**src/rtl/alu_issue_ctrl.sv**
```systemverilog
// alu_issue_ctrl
//   Execute-stage sequencer in front of a multi-cycle ALU. It accepts one
//   decoded operation at a time and drives the ALU until alu_done or until
//   TIMEOUT cycles pass. It captures the result and flags, owns the
//   architectural HI/LO registers, and presents GPR writebacks over a
//   valid/ready port.
//
//   state | meaning
//   ------+--------------------------------------------------------------
//   IDLE  | issue_ready high; MTHI/MTLO update HI/LO here with no WB beat
//   RUN   | alu_en high, operands held; waits for alu_done or timeout
//   WB    | wb_valid high, beat held until wb_ready is sampled high
//
// Ports
//   clk, rst                         clock, synchronous active-high reset
//   issue_valid/ready/op/a/b/dest    operation issue handshake
//   alu_en/control/srcA/srcB         drive to the ALU
//   alu_result/hi/lo/overflow/zero   ALU results, used only in RUN
//   alu_done                         ALU completion, used only in RUN
//   wb_valid/ready/data/dest/we      GPR writeback handshake
//   wb_zero, wb_overflow             captured ALU flags
//   timeout_err                      one-cycle pulse when the ALU is abandoned
//   hi_reg, lo_reg                   architectural HI/LO
module alu_issue_ctrl #(
  parameter int TIMEOUT = 64,
  parameter int DEST_W  = 5
) (
  input  logic              clk,
  input  logic              rst,
  input  logic              issue_valid,
  output logic              issue_ready,
  input  logic [3:0]        issue_op,
  input  logic [31:0]       issue_a,
  input  logic [31:0]       issue_b,
  input  logic [DEST_W-1:0] issue_dest,
  output logic              alu_en,
  output logic [3:0]        alu_control,
  output logic [31:0]       alu_srcA,
  output logic [31:0]       alu_srcB,
  input  logic [31:0]       alu_result,
  input  logic [31:0]       alu_hi,
  input  logic [31:0]       alu_lo,
  input  logic              alu_overflow,
  input  logic              alu_zero,
  input  logic              alu_done,
  output logic              wb_valid,
  input  logic              wb_ready,
  output logic [31:0]       wb_data,
  output logic [DEST_W-1:0] wb_dest,
  output logic              wb_we,
  output logic              wb_zero,
  output logic              wb_overflow,
  output logic              timeout_err,
  output logic [31:0]       hi_reg,
  output logic [31:0]       lo_reg
);

  localparam logic [3:0] OP_ADD  = 4'b0000;
  localparam logic [3:0] OP_SUB  = 4'b0001;
  localparam logic [3:0] OP_MULT = 4'b1000;
  localparam logic [3:0] OP_DIV  = 4'b1001;
  localparam logic [3:0] OP_MFHI = 4'b1010;
  localparam logic [3:0] OP_MFLO = 4'b1011;
  localparam logic [3:0] OP_MTHI = 4'b1100;
  localparam logic [3:0] OP_MTLO = 4'b1101;

  localparam int CNT_W = $clog2(TIMEOUT);
  localparam logic [CNT_W-1:0] CNT_LAST = CNT_W'(TIMEOUT - 1);

  typedef enum logic [1:0] {
    IDLE = 2'd0,
    RUN  = 2'd1,
    WB   = 2'd2
  } state_t;

  state_t             state_q, state_d;
  logic [3:0]         op_q, op_d;
  logic [31:0]        a_q, a_d;
  logic [31:0]        b_q, b_d;
  logic [DEST_W-1:0]  dest_q, dest_d;
  logic [CNT_W-1:0]   cnt_q, cnt_d;
  logic [31:0]        wb_data_q, wb_data_d;
  logic               wb_we_q, wb_we_d;
  logic               wb_zero_q, wb_zero_d;
  logic               wb_ovf_q, wb_ovf_d;
  logic               timeout_q, timeout_d;
  logic [31:0]        hi_q, hi_d;
  logic [31:0]        lo_q, lo_d;

  always_comb begin
    state_d   = state_q;
    op_d      = op_q;
    a_d       = a_q;
    b_d       = b_q;
    dest_d    = dest_q;
    cnt_d     = cnt_q;
    wb_data_d = wb_data_q;
    wb_we_d   = wb_we_q;
    wb_zero_d = wb_zero_q;
    wb_ovf_d  = wb_ovf_q;
    timeout_d = 1'b0;
    hi_d      = hi_q;
    lo_d      = lo_q;

    case (state_q)
      IDLE: begin
        if (issue_valid) begin
          if (issue_op <= OP_DIV) begin
            state_d = RUN;
            op_d    = issue_op;
            a_d     = issue_a;
            b_d     = issue_b;
            dest_d  = issue_dest;
            cnt_d   = '0;
          end else begin
            case (issue_op)
              OP_MFHI, OP_MFLO: begin
                state_d   = WB;
                dest_d    = issue_dest;
                wb_data_d = (issue_op == OP_MFHI) ? hi_q : lo_q;
                wb_we_d   = 1'b1;
                wb_zero_d = 1'b0;
                wb_ovf_d  = 1'b0;
              end
              OP_MTHI: hi_d = issue_a;
              OP_MTLO: lo_d = issue_a;
              // 1110 / 1111 are accepted and dropped.
              default: ;
            endcase
          end
        end
      end

      RUN: begin
        // A done in the last allowed cycle still wins over the timeout.
        if (alu_done) begin
          if (op_q == OP_MULT || op_q == OP_DIV) begin
            hi_d    = alu_hi;
            lo_d    = alu_lo;
            state_d = IDLE;
          end else begin
            state_d   = WB;
            wb_data_d = alu_result;
            wb_zero_d = alu_zero;
            wb_ovf_d  = alu_overflow;
            // Only signed add/sub trap on overflow; other ops still write.
            wb_we_d   = !((op_q == OP_ADD || op_q == OP_SUB) && alu_overflow);
          end
        end else if (cnt_q == CNT_LAST) begin
          state_d   = IDLE;
          timeout_d = 1'b1;
        end else begin
          cnt_d = cnt_q + CNT_W'(1);
        end
      end

      WB: begin
        if (wb_ready) state_d = IDLE;
      end

      default: state_d = IDLE;
    endcase
  end

  always_ff @(posedge clk) begin
    if (rst) begin
      state_q   <= IDLE;
      op_q      <= '0;
      a_q       <= '0;
      b_q       <= '0;
      dest_q    <= '0;
      cnt_q     <= '0;
      wb_data_q <= '0;
      wb_we_q   <= 1'b0;
      wb_zero_q <= 1'b0;
      wb_ovf_q  <= 1'b0;
      timeout_q <= 1'b0;
      hi_q      <= '0;
      lo_q      <= '0;
    end else begin
      state_q   <= state_d;
      op_q      <= op_d;
      a_q       <= a_d;
      b_q       <= b_d;
      dest_q    <= dest_d;
      cnt_q     <= cnt_d;
      wb_data_q <= wb_data_d;
      wb_we_q   <= wb_we_d;
      wb_zero_q <= wb_zero_d;
      wb_ovf_q  <= wb_ovf_d;
      timeout_q <= timeout_d;
      hi_q      <= hi_d;
      lo_q      <= lo_d;
    end
  end

  assign issue_ready = (state_q == IDLE);
  assign alu_en      = (state_q == RUN);
  assign alu_control = op_q;
  assign alu_srcA    = a_q;
  assign alu_srcB    = b_q;
  assign wb_valid    = (state_q == WB);
  assign wb_data     = wb_data_q;
  assign wb_dest     = dest_q;
  assign wb_we       = wb_we_q;
  assign wb_zero     = wb_zero_q;
  assign wb_overflow = wb_ovf_q;
  assign timeout_err = timeout_q;
  assign hi_reg      = hi_q;
  assign lo_reg      = lo_q;

endmodule

```
**config.mk**
```make
export PLATFORM = sky130hd
export DESIGN_NAME = alu_issue_ctrl
export DESIGN_NICKNAME = d
export VERILOG_FILES = /design/src/rtl/alu_issue_ctrl.sv
export SDC_FILE = /design/constraint.sdc
export NUM_CORES = 1
export LEC_CHECK = 0
export BUFFER_PORTS_ARGS = -buffer_cell sky130_fd_sc_hd__buf_4
export CAP_MARGIN = 20
export CORE_AREA = 2 2 138 140
export CTS_BUF_LIST = sky130_fd_sc_hd__clkbuf_8
export DETAILED_ROUTE_END_ITERATION = 8
export DIE_AREA = 0 0 140 142
export HOLD_SLACK_MARGIN = 0.1
export PLACE_DENSITY_LB_ADDON = 0.1
export SETUP_SLACK_MARGIN = 0.2
export SKIP_LAST_GASP = 1
export SYNTH_ARGS = -nofsm -noshare
export SYNTH_HDL_FRONTEND = slang
export SYNTH_SLANG_ARGS = --single-unit
```
**constraint.sdc**
```tcl
create_clock -name clk -period 1.9 [get_ports clk]
set_input_delay 0.38 -clock clk [delete_from_list [all_inputs] [get_ports clk]]
set_output_delay 0.38 -clock clk [all_outputs]
set_load 0.01 [all_outputs]
```
==> out/qor.yml, run 1 <==
outcome:
  status: "finished with violations"
  failed_checks: "design-rule violations, negative setup slack"
timing:
  final_max_slew_viol_count: 0
  timing.final.crit_share_pct: 100
  setup_viol: 5
  fin_worst_skew_ns: 0.0129
  holdWs_ns: 0.141
  max_freq_mhz: 524
  slew_headroom_pct: 55.7
  setup_ws_ns: -0.00950
  worst_slew_pin_slew_ns: 0.665
  hold_violations: 0
  rsz0062_at_grt: "true"
  period_needed_ns: 1.91
floorplanning:
  core_mm2: 0.0185
  initial_core_util_pct: 42.7
  fp.dieH_um: 142
  ios: 352
  row_count: 50
  die-area_mm2: 0.0199
  fp.dieW_um: 140
power:
  ir_drop_mv: 0.428
  power_density_mw_per_mm2: 757
  leakage_nw: 4.98
yosys:
  async_flop_share_pct: 0
  synthMuxAreaShare_pct: 0
  ys_warn_count: 0
  yosysUniqueCellTypes: 44
  synth_edf_count: 0
  syn_inst: 938
  synth_top_family_by_area: "compound AO/OA/AOI/OAI gates"
  synth.avg_cell_area_um2: 8.40
  synth-compound-area-share_pct: 30.7
  netlist_area_mm2: 0.00788
  synth-simple-area-share_pct: 17.4
  ys.flop_type: "dfxtp_1"
  yosysSeqAreaShare_pct: 46.0
  syn_nets: 1115
  synth_xor_xnor_area_share_pct: 0
  synth_fa_ha_area_share_pct: 0.159
  ys_ff_latch: 181
clock_network:
  ctsHoldBuffers: 0
  htree_num_levels: 4
  clkTransAtPathRegs_ns: 0.10
  cts.sinks: 181
  root_buffer: "clkbuf_8"
  cts_buffers: 17
  clkLatencyLatePin_ns: 0.48
  cts_tree: "yes"
  clockBufferDepth: 2
grt:
  grt_pass1_vias: 7855
  grt_max_degree: 94
  grt_overflow_total: 0
  antenna_found_initial: 0
  grt_pass1_wl_um: 43400
  track_usage_pct: 27.8
layout:
  utilization_pct: 65.0
  n_antenna_cell: 0
  finish.net_count: 1468
  area_growth_syn_to_layout_pct: 52.3
  drive_gt1_share_pct: 41.4
place:
  io_buffers: 351
  dp_slack_ns: -0.0807
  gp_congestion: 0.861
  hpwl_um: 19200
critical_path:
  cp_max_fo: 7
  path_cells: "or3b_4 > o32ai_4 > buf_6 > buf_8 > clkbuf_16 > a21oi_1 > a211oi_1"
  arrival_ns: 2.29
  cp_num_buf_inv: 3
  crit_family: "compound AO/OA/AOI/OAI gates"
  worstSetupPathType: "register to register"
  critPathCaptureType: "register"
  critical_path_required_ns: 2.28
  slowest_stage: "or3b_4"
  start_kind: "register"
  max_stage_delay_ns: 0.42
route:
  vias_per_cell: 5.39
  via_count: 8283
  wl_per_cell_um: 19.2
  routed_wl_um: 29600
  drt.antenna.violating_nets: 0
  drc: 23
  drtIter0Drc: 486
  dr.pass1.iters: 9
job:
  cap_violations: 0
worst_hold_path:
  hold_path.class: "input port to register"
[cells by family after synthesis]
group                    after synthesis
AO/OA/AOI/OAI                        351
AND/OR/NAND/NOR                      317
flip-flops                           181
buffers and inverters                 88
adder cells (fa/ha/maj)                1
[cell usage in the layout, fill, tap and decap left out, types with 2 or more instances in the layout]
master     instances
buf_4            378
nand2_1          213
a21oi_1          205
dfxtp_1          176
a211oi_2          61
nor2_1            35
a31oi_1           32
a22o_1            32
and2_1            32
clkbuf_8          19
buf_12            19
nand3_1           10
buf_16             7
clkbuf_16          7
a21oi_2            5
nor3_1             5
inv_6              5
buf_6              5
inv_8              4
dfxtp_2            4
nor2_4             3
a211oi_1           3
bufinv_16          3
o21ai_0            2
inv_1              2
and2_4             2
nand2b_1           2
o21ai_4            2
a311oi_1           2
clkinv_4           2
buf_8              2
[through the flow]
| stage | total power [mW] | area (um^2) | TNS [ns] | instances |
|---|---|---|---|---|
| CTS | 9.01 | 11700 | 0 | 1524 |
| global placement | 5.93 | 10900 | -2.27 | 1471 |
| detailed placement | 5.95 | 10900 | -1.65 | 1471 |
| global route | 9.42 | 12000 | -5.08 | 1538 |
| finish | 9.08 | 12000 | -0.0282 | 1538 |
| floorplan | 5.06 | 7900 | 0 | 938 |
[metal layers]
metal / GRT usage [%] / wire length (um)
met5: 0 / 0
met4: 9.99 / 738
met3: 6.70 / 2430
met2: 46.6 / 14100
met1: 35.1 / 12300
[cell usage after synthesis, drive strengths merged (2+ instances only)]
| cell type | number | area (um^2) |
|---|---|---|
| or3b | 2 | 20.0 |
| dfxtp | 181 | 3620 |
| a22o | 32 | 280 |
| a31oi | 32 | 200 |
| nor3b | 2 | 26.3 |
| nand2b | 3 | 18.8 |
| a21oi | 210 | 1050 |
| o21ai | 4 | 20.0 |
| nand3 | 10 | 50.1 |
| nor3 | 5 | 25.0 |
| a311oi | 2 | 17.5 |
| inv | 3 | 11.3 |
| a211oi | 64 | 781 |
| buf | 38 | 262 |
| nor2 | 37 | 141 |
| clkbuf | 47 | 176 |
| and2 | 35 | 219 |
| nand2 | 214 | 803 |
[timing repair]
action	4_1_cts	5_1_grt
buffers inserted	13	6
pin swaps	10	18
endpoints found under the setup margin	104	100
cloned	8	8
resized for setup	40	10
[cell type report]
cell class / count / area (um^2)
clock inverters: 13 / 185
repair buffers: 418 / 3670
flip-flops and latches: 181 / 3630
fillers: 1635 / 6460
multi-input cells: 670 / 3940
clock buffers: 19 / 262
well taps: 234 / 293
inverters: 3 / 18.8
[power breakdown]
part | internal (mW) | total (mW) | switching [mW]
combinational | 0.960 | 2.01 | 1.05
sequential | 3.97 | 4.09 | 0.119
clock | 1.43 | 2.99 | 1.56
total | 6.36 | 9.08 | 2.73
[path summary, 6_finish.rpt]
path | slack (ns) | cells after the start | endpoint | from
worst min register to register | 0.46 | 2 | alu_srcB[3] | alu_srcB[3]
worst max-delay path | -0.009 | 7 | lo_reg[31] | alu_control[1]
worst min-delay path | 0.14 | 3 | alu_srcB[29] | issue_b[29]
worst max register to register | -0.009 | 7 | lo_reg[31] | alu_control[1]
[worst min-delay path, delay by kind of cell]
family / cells / cell delay, ns
buffers and inverters: 1 / 0.11
AOI/OAI and AO/OA: 1 / 0.05
and+or+nand+nor: 1 / 0.04
No activity file was read; power rests on OpenSTA's default activity.
==> run 2: changes to the inputs <==
==> constraint.sdc (replaced) <==
create_clock -name clk -period 1.9 [get_ports clk]
set_input_delay 0.38 -clock clk [delete_from_list [all_inputs] [get_ports clk]]
set_output_delay 0.38 -clock clk [all_outputs]
set_load 0.02 [all_outputs]
==> out/qor.yml, run 2 (same netlist as run 1, synthesis figures left out) <==
layout:
  n_antenna_cell: 0  # unchanged
  final_area_mm2: 0.0122  # +1.6%
  finish.net_count: 1465  # -0.20%
  area_growth_syn_to_layout_pct: 54.7
  layout_commonest_cell: "buf_4"
  drive_gt1_share_pct: 43.6  # +2.2 points
  mostFrequentLayoutCells: "buf_4 (372), nand2_1 (213), dfxtp_1 (176)"
  utilization_pct: 66.1  # +1.0 points
  fillers: 1575  # -3.7%
clock_network:
  clkTransAtPathRegs_ns: 0.10  # about the same
  cts_tree: "yes"
  clkLatencyLatePin_ns: 0.46  # -0.02 ns
  htree_num_levels: 4  # unchanged
  root_buffer: "clkbuf_8"
  cts.sinks: 181  # unchanged
  cts_buffers: 17  # unchanged
  clockBufferDepth: 2  # unchanged
grt:
  grt_overflow_total: 0  # unchanged
  grt_pass1_vias: 7841  # -0.18%
  track_usage_pct: 27.2  # -0.54 points
  antenna_found_initial: 0  # unchanged
  grt_max_degree: 99  # +5.3%
  grt_pass1_wl_um: 42900  # -1.1%
timing:
  worst_slew_pin_slew_ns: 0.878  # +0.213 ns
  hold_violations: 0  # unchanged
  period_needed_ns: 1.92  # +0.0148 ns
  fin_worst_skew_ns: 0.0130  # +0.0000446 ns
  timing.final.crit_share_pct: 101  # +0.78 points
  slew_headroom_pct: 41.4  # -14 points
  rsz0062_at_grt: "true"
  final_max_slew_viol_count: 0  # unchanged
  max_freq_mhz: 520  # -0.77%
  setup_ws_ns: -0.0243  # -0.0148 ns
  fin_tns_setup_ns: -0.394  # -0.366 ns
  setup_viol: 32  # +27
  holdWs_ns: 0.143  # +0.00182 ns
route:
  routed_wl_um: 29400  # -0.75%
  vias_per_cell: 5.42  # +0.62%
  via_count: 8318  # +0.42%
  dr.pass1.iters: 7  # -2
  wl_per_cell_um: 19.1  # -0.56%
  drc: 23  # unchanged
  drt.antenna.violating_nets: 0  # unchanged
  drtIter0Drc: 492  # +1.2%
critical_path:
  cp_num_buf_inv: 5  # +2
  crit_family: "buffers and inverters"
  critical_path_required_ns: 2.29  # about the same
  worstSetupPathType: "register to register"
  slowest_stage: "or3b_4"
  path_cells: "or3b_4 > buf_6 > o32ai_4 > buf_12 > buf_12 > buf_12 > buf_16 > a21oi_2 > a211oi_2"
  arrival_ns: 2.31  # +0.02 ns
  start_kind: "register"
  cp_common_cell: "buf_12"
  max_stage_delay_ns: 0.40  # -0.02 ns
  reg2regPathDepth: 9  # +2
  r2r_setup_slack_ns: -0.02  # about the same
  cp_max_fo: 8  # +1
  critPathCaptureType: "register"
  r2r-start: "alu_control[2]"
  reg2reg_to: "hi_reg[19]"
job:
  cap_violations: 0  # unchanged
power:
  internal_power_mw: 6.18  # -2.8%
  combPwrFrac_pct: 24.5  # +2.4 points
  leakage_nw: 5.02  # +0.70%
  p_clk_share_pct: 29.9  # -3.0 points
  power_frac_seq_pct: 45.6  # +0.6 points
  total_power_mw: 9.00  # -0.91%
  p_switching_mw: 2.83  # +3.5%
  sw_frac_of_total_pct: 31.4  # +1.3 points
  ir_drop_mv: 0.423  # -1.1%
  power_density_mw_per_mm2: 738  # -2.5%
outcome:
  status: "finished with violations"
  failed_checks: "design-rule violations, negative setup slack"
floorplanning:
  die-area_mm2: 0.0199  # unchanged
  fp.dieW_um: 140  # unchanged
  row_count: 50  # unchanged
  initial_core_util_pct: 42.7  # unchanged
  ios: 352  # unchanged
  fp.dieH_um: 142  # unchanged
  core_mm2: 0.0185  # unchanged
worst_hold_path:
  hold_path.class: "input port to register"
  min_delay_path_depth: 3  # unchanged
  hp-start: "issue_b[21]"
  min_to: "alu_srcB[21]"
place:
  io_buffers: 351  # unchanged
  dpl-instance-area_mm2: 0.0109  # +0.58%
  hpwl_um: 19100  # -0.38%
  gp_congestion: 0.872  # +1.3%
==> run 2: cell types whose count changed in the layout (fill, tap and decap cells not counted), sizes merged <==
cell,before,now
clkbuf,26,29
clkinvlp,0,2
bufinv,3,2
buf,411,404
==> run 2: layout make-up <==
type / count / area, um^2 / area share [%]
Tap cell: 234 / 293 / 2.40
Inverter: 3 / 18.8 / 0.154
Multi-Input combinational cell: 670 / 4180 / 34.3
Clock buffer: 18 / 248 / 2.03
Sequential cell: 181 / 3640 / 29.8
Clock inverter: 14 / 149 / 1.22
Timing Repair Buffer: 415 / 3660 / 30.0
==> run 2: how the worst max path moves through the flow <==
| stage | startpoint | endpoint | slack, ns | cells past startpoint |
|---|---|---|---|---|
| after CTS | alu_control[3] | hi_reg[16] | -0.05 | 7 |
| final | alu_control[2] | hi_reg[19] | -0.02 | 9 |
| after global routing | alu_control[3] | lo_reg[28] | -0.08 | 9 |
| after detailed placement | alu_control[3] | wb_data[10] | -0.15 | 4 |
| after global placement | alu_control[3] | wb_data[14] | -0.12 | 4 |
| after floorplan | alu_control[3] | hi_reg[10] | 0.21 | 6 |
==> run 2: tightest hold or removal path, stage by stage <==
cell	delay (ns)
buf_4	0.11
nand2_1	0.04
a21oi_1	0.05
==> run 2: repair_timing <==
| item | CTS | global route |
|---|---|---|
| endpoints found under the hold margin | 0 | 0 |
| setup buffers | 4 | 8 |
| pin swaps | 16 | 43 |
| cloned | 3 | 13 |
| hold buffers | 0 | 0 |
| gates resized for setup | 34 | 50 |
| setup endpoints to repair | 115 | 106 |
==> run 2: power by group through the flow <==
stage | registers, mW | clock network (mW) | logic (mW)
after floorplan | 4.37 | 0 | 0.823
after global placement | 4.17 | 0 | 1.92
after detailed placement | 4.18 | 0 | 1.93
after CTS | 4.09 | 2.75 | 2.03
after global routing | 4.12 | 2.89 | 2.36
final | 4.10 | 2.69 | 2.21
==> run 2: per-layer routing <==
metal	wire [um]	share of wire [%]	up-vias	global-route usage [%]
li1	-	-	4000	-
met3	2470	8.4	41	7.27
met5	0	0	-	0
met2	13700	47	350	44.1
met4	680	2.3	0	9.09
met1	12500	43	3927	35.5
==> run 2: per-stage QoR <==
stage / setup WS, ns / cells
floorplan: 0.213 / 938
global placement: -0.120 / 1475
detailed placement: -0.150 / 1475
CTS: -0.0510 / 1514
global route: -0.0799 / 1535
finish: -0.0243 / 1535
